<file path="src/rtl/conv_alu_pkg.sv">
// Shared opcode, state and flag definitions for the conv_alu execute block.
// Latency: n/a (declarations only).
// Backpressure: n/a.
package conv_alu_pkg;

    localparam int OP_W = 3;

    localparam logic [OP_W-1:0] OP_ADD     = 3'b000;
    localparam logic [OP_W-1:0] OP_SUB     = 3'b001;
    localparam logic [OP_W-1:0] OP_AND     = 3'b010;
    localparam logic [OP_W-1:0] OP_OR      = 3'b011;
    localparam logic [OP_W-1:0] OP_CONVACC = 3'b100;
    localparam logic [OP_W-1:0] OP_SLT     = 3'b101;
    localparam logic [OP_W-1:0] OP_ACCRD   = 3'b110;
    localparam logic [OP_W-1:0] OP_CONV    = 3'b111;

    typedef enum logic [1:0] {
        IDLE = 2'd0,
        MAC  = 2'd1,
        HOLD = 2'd2
    } state_t;

    // Condition flags kept together so they are captured with the result.
    typedef struct packed {
        logic ovf;
        logic carry;
        logic zero;
        logic neg;
    } flags_t;

    // True for the opcodes that run the multi-cycle dot-product engine.
    function automatic logic is_conv_op(input logic [OP_W-1:0] op);
        return (op == OP_CONV) || (op == OP_CONVACC);
    endfunction

endpackage

</file>
<file path="src/rtl/conv_alu_if.sv">
// Request/response bundle between the EX-stage sequencer and conv_alu.
// Latency: n/a (wiring only).
// Backpressure: in_valid/in_ready on the request side, out_valid/out_ready on the result side.
interface conv_alu_if #(
    parameter int WIDTH = 32
);
    import conv_alu_pkg::*;

    logic                 in_valid;
    logic                 in_ready;
    logic [WIDTH-1:0]     A;
    logic [WIDTH-1:0]     B;
    logic [OP_W-1:0]      ALUControl;
    logic                 out_valid;
    logic                 out_ready;
    logic [WIDTH-1:0]     Result;
    logic                 OverFlow;
    logic                 Carry;
    logic                 Zero;
    logic                 Negative;

    modport master (
        output in_valid, A, B, ALUControl, out_ready,
        input  in_ready, out_valid, Result, OverFlow, Carry, Zero, Negative
    );

    modport slave (
        input  in_valid, A, B, ALUControl, out_ready,
        output in_ready, out_valid, Result, OverFlow, Carry, Zero, Negative
    );

endinterface

</file>
<file path="src/rtl/conv_alu_mac_lane.sv">
// One multiply-accumulate step: acc_out = acc_in + sign-extended (a * b).
// Latency: combinational.
// Backpressure: none.
module mac_lane #(
    parameter int ELEM_W = 8,
    parameter int WIDTH  = 32
) (
    input  logic signed [ELEM_W-1:0] a,
    input  logic signed [ELEM_W-1:0] b,
    input  logic        [WIDTH-1:0]  acc_in,
    output logic        [WIDTH-1:0]  acc_out
);

    localparam int PROD_W = 2 * ELEM_W;

    logic [PROD_W-1:0] prod;
    logic [WIDTH-1:0]  prod_ext;

    // Operands are sign-extended up front so the low PROD_W bits of an
    // unsigned multiply equal the signed product.
    assign prod = {{ELEM_W{a[ELEM_W-1]}}, a} * {{ELEM_W{b[ELEM_W-1]}}, b};

    generate
        if (PROD_W >= WIDTH) begin : g_trunc
            assign prod_ext = prod[WIDTH-1:0];
        end else begin : g_sext
            assign prod_ext = {{(WIDTH-PROD_W){prod[PROD_W-1]}}, prod};
        end
    endgenerate

    assign acc_out = acc_in + prod_ext;

endmodule

</file>
<file path="src/rtl/conv_alu.sv">
// EX-stage ALU with a sequential packed dot-product engine and a persistent accumulator.
// Latency: ALU ops and ACCRD 1 cycle; CONV/CONVACC N_ELEM+1 cycles.
// Backpressure: in_ready only in IDLE; result held in HOLD until out_ready.
module conv_alu
    import conv_alu_pkg::*;
#(
    parameter int WIDTH  = 32,
    parameter int ELEM_W = 8
) (
    input  logic      clk,
    input  logic      rst,
    conv_alu_if.slave bus
);

    localparam int N_ELEM = WIDTH / ELEM_W;
    localparam int IDX_W  = (N_ELEM > 1) ? $clog2(N_ELEM) : 1;
    localparam logic [IDX_W-1:0] IDX_LAST = IDX_W'(N_ELEM - 1);

    state_t             state_q,   state_d;
    logic [WIDTH-1:0]   a_sh_q,    a_sh_d;
    logic [WIDTH-1:0]   b_sh_q,    b_sh_d;
    logic [IDX_W-1:0]   idx_q,     idx_d;
    logic [WIDTH-1:0]   partial_q, partial_d;
    logic [WIDTH-1:0]   acc_q,     acc_d;
    logic [WIDTH-1:0]   result_q,  result_d;
    flags_t             flags_q,   flags_d;

    logic               load_res;
    logic [WIDTH-1:0]   mac_sum;

    logic [WIDTH:0]     add_w;
    logic [WIDTH:0]     sub_w;
    logic [WIDTH-1:0]   alu_res;
    logic               alu_carry;
    logic               alu_ovf;

    // The lowest element of each shift register feeds the lane every MAC cycle.
    mac_lane #(
        .ELEM_W (ELEM_W),
        .WIDTH  (WIDTH)
    ) u_mac_lane (
        .a       (a_sh_q[ELEM_W-1:0]),
        .b       (b_sh_q[ELEM_W-1:0]),
        .acc_in  (partial_q),
        .acc_out (mac_sum)
    );

    assign add_w = {1'b0, bus.A} + {1'b0, bus.B};
    assign sub_w = {1'b0, bus.A} + {1'b0, ~bus.B} + {{WIDTH{1'b0}}, 1'b1};

    // Single-cycle ALU datapath on the live operands; only used at acceptance.
    always_comb begin
        alu_res   = '0;
        alu_carry = 1'b0;
        alu_ovf   = 1'b0;
        case (bus.ALUControl)
            OP_ADD: begin
                alu_res   = add_w[WIDTH-1:0];
                alu_carry = add_w[WIDTH];
                alu_ovf   = (bus.A[WIDTH-1] == bus.B[WIDTH-1]) &&
                            (add_w[WIDTH-1] != bus.A[WIDTH-1]);
            end
            OP_SUB: begin
                alu_res   = sub_w[WIDTH-1:0];
                alu_carry = sub_w[WIDTH];
                alu_ovf   = (bus.A[WIDTH-1] != bus.B[WIDTH-1]) &&
                            (sub_w[WIDTH-1] != bus.A[WIDTH-1]);
            end
            OP_AND: alu_res = bus.A & bus.B;
            OP_OR:  alu_res = bus.A | bus.B;
            // Raw sign of the difference, deliberately without overflow correction.
            OP_SLT: alu_res = {{(WIDTH-1){1'b0}}, sub_w[WIDTH-1]};
            default: alu_res = '0;
        endcase
    end

    // Next-state logic for the IDLE/MAC/HOLD sequencer and all datapath registers.
    always_comb begin
        state_d   = state_q;
        a_sh_d    = a_sh_q;
        b_sh_d    = b_sh_q;
        idx_d     = idx_q;
        partial_d = partial_q;
        acc_d     = acc_q;
        result_d  = result_q;
        flags_d   = flags_q;
        load_res  = 1'b0;

        case (state_q)
            IDLE: begin
                if (bus.in_valid) begin
                    if (is_conv_op(bus.ALUControl)) begin
                        a_sh_d    = bus.A;
                        b_sh_d    = bus.B;
                        idx_d     = '0;
                        partial_d = (bus.ALUControl == OP_CONVACC) ? acc_q : '0;
                        state_d   = MAC;
                    end else if (bus.ALUControl == OP_ACCRD) begin
                        result_d      = acc_q;
                        flags_d.carry = 1'b0;
                        flags_d.ovf   = 1'b0;
                        acc_d         = '0;
                        load_res      = 1'b1;
                        state_d       = HOLD;
                    end else begin
                        result_d      = alu_res;
                        flags_d.carry = alu_carry;
                        flags_d.ovf   = alu_ovf;
                        load_res      = 1'b1;
                        state_d       = HOLD;
                    end
                end
            end
            MAC: begin
                partial_d = mac_sum;
                a_sh_d    = a_sh_q >> ELEM_W;
                b_sh_d    = b_sh_q >> ELEM_W;
                idx_d     = idx_q + IDX_W'(1);
                if (idx_q == IDX_LAST) begin
                    result_d      = mac_sum;
                    acc_d         = mac_sum;
                    flags_d.carry = 1'b0;
                    flags_d.ovf   = 1'b0;
                    load_res      = 1'b1;
                    state_d       = HOLD;
                end
            end
            HOLD: begin
                if (bus.out_ready) begin
                    state_d = IDLE;
                end
            end
            default: state_d = IDLE;
        endcase

        // Zero and Negative always follow whatever result is being captured.
        if (load_res) begin
            flags_d.zero = (result_d == '0);
            flags_d.neg  = result_d[WIDTH-1];
        end
    end

    // State and datapath registers; reset discards any in-flight dot product.
    always_ff @(posedge clk or posedge rst) begin
        if (rst) begin
            state_q   <= IDLE;
            a_sh_q    <= '0;
            b_sh_q    <= '0;
            idx_q     <= '0;
            partial_q <= '0;
            acc_q     <= '0;
            result_q  <= '0;
            flags_q   <= '0;
        end else begin
            state_q   <= state_d;
            a_sh_q    <= a_sh_d;
            b_sh_q    <= b_sh_d;
            idx_q     <= idx_d;
            partial_q <= partial_d;
            acc_q     <= acc_d;
            result_q  <= result_d;
            flags_q   <= flags_d;
        end
    end

    assign bus.in_ready  = (state_q == IDLE);
    assign bus.out_valid = (state_q == HOLD);
    assign bus.Result    = result_q;
    assign bus.OverFlow  = flags_q.ovf;
    assign bus.Carry     = flags_q.carry;
    assign bus.Zero      = flags_q.zero;
    assign bus.Negative  = flags_q.neg;

endmodule

</file>
<file path="src/flat_wrapper.sv">
// flat-port wrapper written by rule: the top's interface ports become plain ports
module conv_alu_flat import conv_alu_pkg::*;
#(
    parameter int WIDTH  = 32,
    parameter int ELEM_W = 8
)
  (clk, rst, bus_in_valid, bus_A, bus_B, bus_ALUControl, bus_out_ready, bus_in_ready, bus_out_valid, bus_Result, bus_OverFlow, bus_Carry, bus_Zero, bus_Negative);
  conv_alu_if #(.WIDTH(WIDTH)) bus_i ();
  input  logic clk;
  input  logic rst;
  input wire logic [$bits(bus_i.in_valid)-1:0] bus_in_valid;
  input wire logic [$bits(bus_i.A)-1:0] bus_A;
  input wire logic [$bits(bus_i.B)-1:0] bus_B;
  input wire logic [$bits(bus_i.ALUControl)-1:0] bus_ALUControl;
  input wire logic [$bits(bus_i.out_ready)-1:0] bus_out_ready;
  output wire logic [$bits(bus_i.in_ready)-1:0] bus_in_ready;
  output wire logic [$bits(bus_i.out_valid)-1:0] bus_out_valid;
  output wire logic [$bits(bus_i.Result)-1:0] bus_Result;
  output wire logic [$bits(bus_i.OverFlow)-1:0] bus_OverFlow;
  output wire logic [$bits(bus_i.Carry)-1:0] bus_Carry;
  output wire logic [$bits(bus_i.Zero)-1:0] bus_Zero;
  output wire logic [$bits(bus_i.Negative)-1:0] bus_Negative;
  assign bus_i.in_valid = bus_in_valid;
  assign bus_i.A = bus_A;
  assign bus_i.B = bus_B;
  assign bus_i.ALUControl = bus_ALUControl;
  assign bus_i.out_ready = bus_out_ready;
  assign bus_in_ready = bus_i.in_ready;
  assign bus_out_valid = bus_i.out_valid;
  assign bus_Result = bus_i.Result;
  assign bus_OverFlow = bus_i.OverFlow;
  assign bus_Carry = bus_i.Carry;
  assign bus_Zero = bus_i.Zero;
  assign bus_Negative = bus_i.Negative;
  conv_alu #(.WIDTH(WIDTH), .ELEM_W(ELEM_W)) u_core (.clk(clk), .rst(rst), .bus(bus_i));
endmodule
</file>
<file path="config.mk">
export PLATFORM = sky130hd
export DESIGN_NAME = conv_alu_flat
export DESIGN_NICKNAME = d
export VERILOG_FILES = /design/src/rtl/conv_alu_pkg.sv /design/src/rtl/conv_alu_if.sv /design/src/rtl/conv_alu_mac_lane.sv /design/src/rtl/conv_alu.sv /design/src/flat_wrapper.sv
export SDC_FILE = /design/constraint.sdc
export NUM_CORES = 1
export LEC_CHECK = 0
export ABC_AREA = 1
export BUFFER_PORTS_ARGS = -buffer_cell sky130_fd_sc_hd__buf_2
export CAP_MARGIN = 10
export CORE_MARGIN = 4
export CORE_UTILIZATION = 58
export DETAILED_ROUTE_END_ITERATION = 8
export PLACE_DENSITY = 0.76
export SETUP_SLACK_MARGIN = 0.05
export SLEW_MARGIN = 20
export SYNTH_ARGS = -nofsm -noshare
export SYNTH_HDL_FRONTEND = slang
export SYNTH_HIERARCHICAL = 1
export SYNTH_SLANG_ARGS = --single-unit
</file>
<file path="constraint.sdc">
create_clock -name clk -period 7.2 [get_ports clk]
set_input_delay 0.72 -clock clk [delete_from_list [all_inputs] [get_ports clk]]
set_output_delay 0.72 -clock clk [all_outputs]
set_load 0.01 [all_outputs]
</file>
==> impl_metrics.ini, run 1 <==
[drt]
ant_nets = 0
routed_wl_mm = 67.1
drc = 0
dr_total_vias = 19900
wire_per_inst_um = 19.5
drt-initial-drc-count = 2472
drtPass1Iterations = 9
vias_per_cell = 5.80

[run_status]
status = finished, final reports clean

[clock_network]
cts_setup_buffers = 0
clk_pin_slew_ps = 80
insertion_delay_ps = 470
cts_buffer_depth = 2
hold_buffers = 0
cts_buffers = 17
h-tree-depth = 4
root_buffer = clkbuf_16
cts_tree = yes
cts_sinks = 168

[critical_path]
cp_num_buf_inv = 7
critPathCapture = u_core/bus.Zero$_DFFE_PP0P_
arrival_ps = 7200
r2r-start = u_core/a_sh_q[6]$_DFFE_PP0P_
critPathLaunchType = flip-flop
cp.required_ps = 7560
reg2reg_to = u_core/bus.Zero$_DFFE_PP0P_
crit_fanout = 18
r2r_cells = 33
critPathKind = flip-flop to flip-flop
path_common_cell = nand2_1
crit_cells = 33
critPathLaunch = u_core/a_sh_q[6]$_DFFE_PP0P_
critical-path-top-delay-family = adder cells
crit_path_end_kind = flip-flop
slowest_delay_ps = 540
cp_slowest_cell = fa_1
timing.reg2reg.setup_slack_ps = 350

[timing]
slew_viol_final = 0
slew_headroom_pct = 23.9
worstMarginPinSlew_ps = 1140
setup_viol = 0
finalClockSkew_ps = 19.1
grt_setup_unrepaired = no
setup_tns_ps = 0
hold_violations = 0
fmax_mhz = 146
finalCritPeriodShare_pct = 95.1
period_minus_slack_ps = 6850

[final_layout]
drive_above_1_share_pct = 7.64
area_growth_pct = 6.94
final_nets = 3281

[synth]
netlist_instances = 2958
synth-compound-area-share_pct = 13.0
seq_area_frac_synth_pct = 22.3
synth_mux_area_share_pct = 0.0598
synthXorXnorAreaFrac_pct = 1.63
synthAdderAreaFrac_pct = 17.3
ys_types = 49
syn-cell-area_um2 = 18800
ys_warn_count = 6
synthesis.nets = 3254
avgSynthCellArea_um2 = 6.37
synth_top_area_share_pct = 22.3
synthTopCellsByArea = dfrtp_1, nand2_1, ha_1
synth_edf_count = 0
synth_top_area_cell = dfrtp_1
synthArstFlopShare_pct = 100
synth-seq-cells = 168
synth_top_family_by_area = simple AND/OR/NAND/NOR gates
synthSimpleGateAreaFrac_pct = 32.6
synth_flop_cell = dfrtp_1

[floorplanning]
core-area_um2 = 31800
die-area_um2 = 35400
die_h_um = 188
start_util_pct = 59.2
boundaryPins = 109
die_w_um = 188
rows = 65

[global_route]
grt-ovfl-total = 0
grt_pass1_wl_mm = 105
grt_pass1_vias = 19000
grt_max_degree = 99
grtUsageTotal_pct = 37.7
antenna_found_initial = 3

[flow_run]
maxCapViolCount = 0

[worst_hold_path]
hp-class = input pin to flip-flop

[placed_design]
hpwlAfterDp_mm = 52.9
portBuffers = 108
place.gp.congestion = 1.04
-- cells in the final DEF, fill, tap and decap left out, types with 8 or more instances in the layout --
cell       instances
nand3_1          245
o21bai_1          16
a21boi_0          20
fa_1              57
a21oi_1          165
o31ai_1           18
buf_4             22
dfrtp_1          164
inv_1            490
nor3_1            17
xor2_1            30
nand4_1           47
nand2_1          836
inv_2             14
nor2_2            13
nor2_1           291
a31oi_1           80
o21ai_0           73
clkbuf_16         17
o22ai_1           12
ha_1             166
a21o_1             9
nand2_2           10
a21oi_2            8
buf_2            108
-- synth_stat cells, types with 2 or more instances --
library cell / instances
a21boi_0: 21
a21boi_1: 2
a21o_1: 9
a21oi_1: 170
a21oi_2: 3
a31oi_1: 80
a32o_1: 2
and2_1: 2
and3_1: 2
buf_1: 2
buf_2: 30
buf_4: 14
buf_6: 5
clkbuf_1: 71
dfrtp_1: 168
fa_1: 58
ha_1: 167
inv_1: 492
inv_2: 12
nand2_1: 837
nand2_2: 10
nand3_1: 245
nand3_2: 4
nand3b_1: 2
nand4_1: 47
nor2_1: 294
nor2_2: 11
nor3_1: 18
nor3_2: 3
nor4_1: 4
o211ai_1: 3
o21a_1: 3
o21ai_0: 73
o21ai_1: 3
o21bai_1: 16
o22ai_1: 12
o31ai_1: 18
xnor2_1: 5
xor2_1: 30
-- worst min-delay path by stage --
stage,startpoint,to,slack (ps),cells after the start
2_1_floorplan,u_core/idx_q[0]$_DFFE_PP0P_,u_core/idx_q[0]$_DFFE_PP0P_,450,1
3_3_place_gp,u_core/bus.Result[2]$_DFF_PP0_,u_core/bus.Result[2]$_DFF_PP0_,460,2
3_5_place_dp,u_core/idx_q[0]$_DFFE_PP0P_,u_core/idx_q[0]$_DFFE_PP0P_,480,1
4_1_cts,bus_out_ready,u_core/state_q[1]$_DFFE_PP0P_,410,2
5_1_grt,bus_out_ready,u_core/state_q[1]$_DFFE_PP0P_,420,2
6_report,bus_out_ready,u_core/state_q[1]$_DFFE_PP0P_,430,2
-- stage by stage --
step	setup WS [ps]	cell area [um2]	hold slack (ps)	instances	util, %
after floorplan	1110	18800	450	2958	-
after detailed placement	299	19500	480	3401	61.5
after CTS	257	20100	411	3433	63.2
final	354	20100	426	3436	63.4
after global placement	434	19500	459	3401	61.5
after global routing	41.6	20100	424	3435	63.3
-- flip-flops by register name, indices dropped and copies added (netlist names) --
name	count
u_core/b_sh_q	32
u_core/state_q	2
u_core/acc_q	32
u_core/bus.Result	32
u_core/bus.Negative	1
u_core/idx_q	2
u_core/a_sh_q	32
u_core/partial_q	32
u_core/bus.Carry	1
u_core/bus.OverFlow	1
u_core/bus.Zero	1
-- area by class of cell --
type,count,area (um2)
antenna,3,7.51
clock buffer,19,433
clock inverter,13,133
fill,3049,11700
inverter,505,1900
multi-input combinational,2162,12200
sequential,168,4210
tap,435,544
timing repair buffer,131,717
-- per-layer routing --
layer	vias up	track usage (%)	routed length [um]	part of all wire, %
li1	9420	-	-	-
met1	9248	50.8	27700	41
met2	1057	59.5	29800	44
met3	192	5.67	5730	8.5
met4	0	19.2	3870	5.8
met5	-	0	0	0
-- repair_timing --
action | 4_1_cts | 5_1_grt
gates resized for setup | 0 | 13
endpoints found under the hold margin | 0 | 0
endpoints found under the setup margin | 0 | 3
-- kinds of logic (layout without fill, tap and decap cells) --
family          Yosys count  after routing
simple gates           1481           1481
buf+inv                 628            668
compound gates          420            420
fa+ha+maj               225            225
flops                   168            168
xor+xnor                 35             35
mux                       1              1
other cells               0              3
Power of run 1 is not shown: default switching activity piles up to over one toggle a cycle in this logic, so the estimate is an artifact.
==> run 2, diff against run 1 <==
BUFFER_PORTS_ARGS = unset   (was -buffer_cell sky130_fd_sc_hd__buf_2)
DONT_BUFFER_PORTS = 1   (was unset)
PLACE_DENSITY = 0.74   (was 0.76)
==> run 2 against run 1 <==
Non-clock buffer count down 113. Setup slack better by 120 ps. Fmax up 1.8%. Global-route usage down 0.72 points. Final cell count down 3.4%. Flip-flop and latch count unchanged. Via count down 3.0%. First-iteration DRC count down 10%. Critical endpoint unchanged.
==> impl_metrics.ini, run 2 (synthesis results as in run 1) <==
[placed_design]
place.gp.congestion = 0.985
hpwlAfterDp_mm = 53.3
portBuffers = 0

[critical_path]
crit_path_end_kind = flip-flop
cp.required_ps = 7550
path_common_cell = nand2_1
critPathLaunchType = flip-flop
cp_num_buf_inv = 7
slowest_delay_ps = 500
crit_fanout = 8
arrival_ps = 7080
critPathKind = flip-flop to flip-flop
cp_slowest_cell = fa_1
critical-path-top-delay-family = adder cells

[clock_network]
root_buffer = clkbuf_16
h-tree-depth = 4
insertion_delay_ps = 460
cts_tree = yes
cts_buffers = 17
hold_buffers = 0
cts_sinks = 168
clk_pin_slew_ps = 70
cts_buffer_depth = 2

[final_layout]
n_antenna_cell = 0
drive_above_1_share_pct = 4.02
mostFrequentLayoutCells = nand2_1, inv_1, nor2_1
area_growth_pct = 4.10
final_nets = 3168
final_common_cell = nand2_1

[run_status]
status = finished, final reports clean

[drt]
vias_per_cell = 5.82
ant_nets = 0
wire_per_inst_um = 20.1
dr_total_vias = 19300
routed_wl_mm = 66.7
drtPass1Iterations = 6
drt-initial-drc-count = 2216
drc = 0

[timing]
fmax_mhz = 149
period_minus_slack_ps = 6720
hold_violations = 0
slew_viol_final = 0
finalCritPeriodShare_pct = 93.4
grt_setup_unrepaired = no
worstMarginPinSlew_ps = 1140
setup_viol = 0
slew_headroom_pct = 24.3
setup_tns_ps = 0
finalClockSkew_ps = 17.8

[worst_hold_path]
hp-class = input pin to async pin

[global_route]
grtUsageTotal_pct = 37.0
grt_pass1_vias = 18500
antenna_found_initial = 0
grt-ovfl-total = 0
grt_pass1_wl_mm = 103
grt_max_degree = 110

[floorplanning]
boundaryPins = 109
rows = 65
die_w_um = 188
die-area_um2 = 35400
core-area_um2 = 31800
start_util_pct = 59.2
die_h_um = 188

[flow_run]
maxCapViolCount = 0
run 2: cell types whose count changed in the layout (fill, tap and decap cells not counted), moves of 3 or more:
cell        delta
a21oi_2        -3
diode_2        -3
clkinvlp_4     -3
buf_4          -5
a21oi_1        +3
buf_2        -108
run 2: layout make-up:
type	instances	area (um2)
Multi-Input combinational cell	2162	12200
Fill cell	3094	12200
Sequential cell	168	4210
Inverter	505	1900
Tap cell	435	544
Clock buffer	19	453
Clock inverter	13	149
Timing Repair Buffer	18	139
run 2: per-stage QoR:
stage	area, um2	setup slack (ps)	std cells	utilization, %	hold WS, ps
after floorplan	18800	1110	2958	-	450
after global placement	19000	458	3288	59.7	464
after detailed placement	19000	351	3288	59.7	474
after CTS	19600	312	3320	61.6	333
after global routing	19600	70.0	3320	61.7	295
final	19600	478	3320	61.7	197
run 2: path summary, 6_finish.rpt:
| path | startpoint | to | slack, ps | depth (start not counted) |
|---|---|---|---|---|
| setup / recovery | u_core/b_sh_q[7]$_DFFE_PP0P_ | u_core/bus.Zero$_DFFE_PP0P_ | 480 | 36 |
| hold / removal | rst | u_core/partial_q[2]$_DFFE_PP0P_ | 200 | 1 |
| setup reg to reg | u_core/b_sh_q[7]$_DFFE_PP0P_ | u_core/bus.Zero$_DFFE_PP0P_ | 480 | 36 |
| hold reg to reg | u_core/idx_q[0]$_DFFE_PP0P_ | u_core/idx_q[0]$_DFFE_PP0P_ | 490 | 1 |
| max in group asynchronous | rst | u_core/b_sh_q[2]$_DFFE_PP0P_ | 5670 | 2 |
| min in group clk | bus_out_ready | u_core/state_q[1]$_DFFE_PP0P_ | 350 | 1 |
run 2: what timing repair did:
action	in CTS	in global routing
buffers inserted	0	0
resized for setup	0	13
setup endpoints to repair	0	2
run 2: routing by layer:
metal	wire length, um	GRT usage [%]
met4	3550	18.1
met3	5950	7.85
met5	0	0
met2	30200	59.1
met1	27000	48.0
run 2: worst register-to-register path, delay by kind of cell, from the launching register on:
| family | cells | cell delay, ps |
|---|---|---|
| compound gates | 3 | 380 |
| xor+xnor | 2 | 650 |
| fa+ha+maj | 6 | 2620 |
| buf+inv | 7 | 680 |
| flops | 1 | 420 |
| simple gates | 18 | 1880 |
Power of run 2 is left out for the same reason.
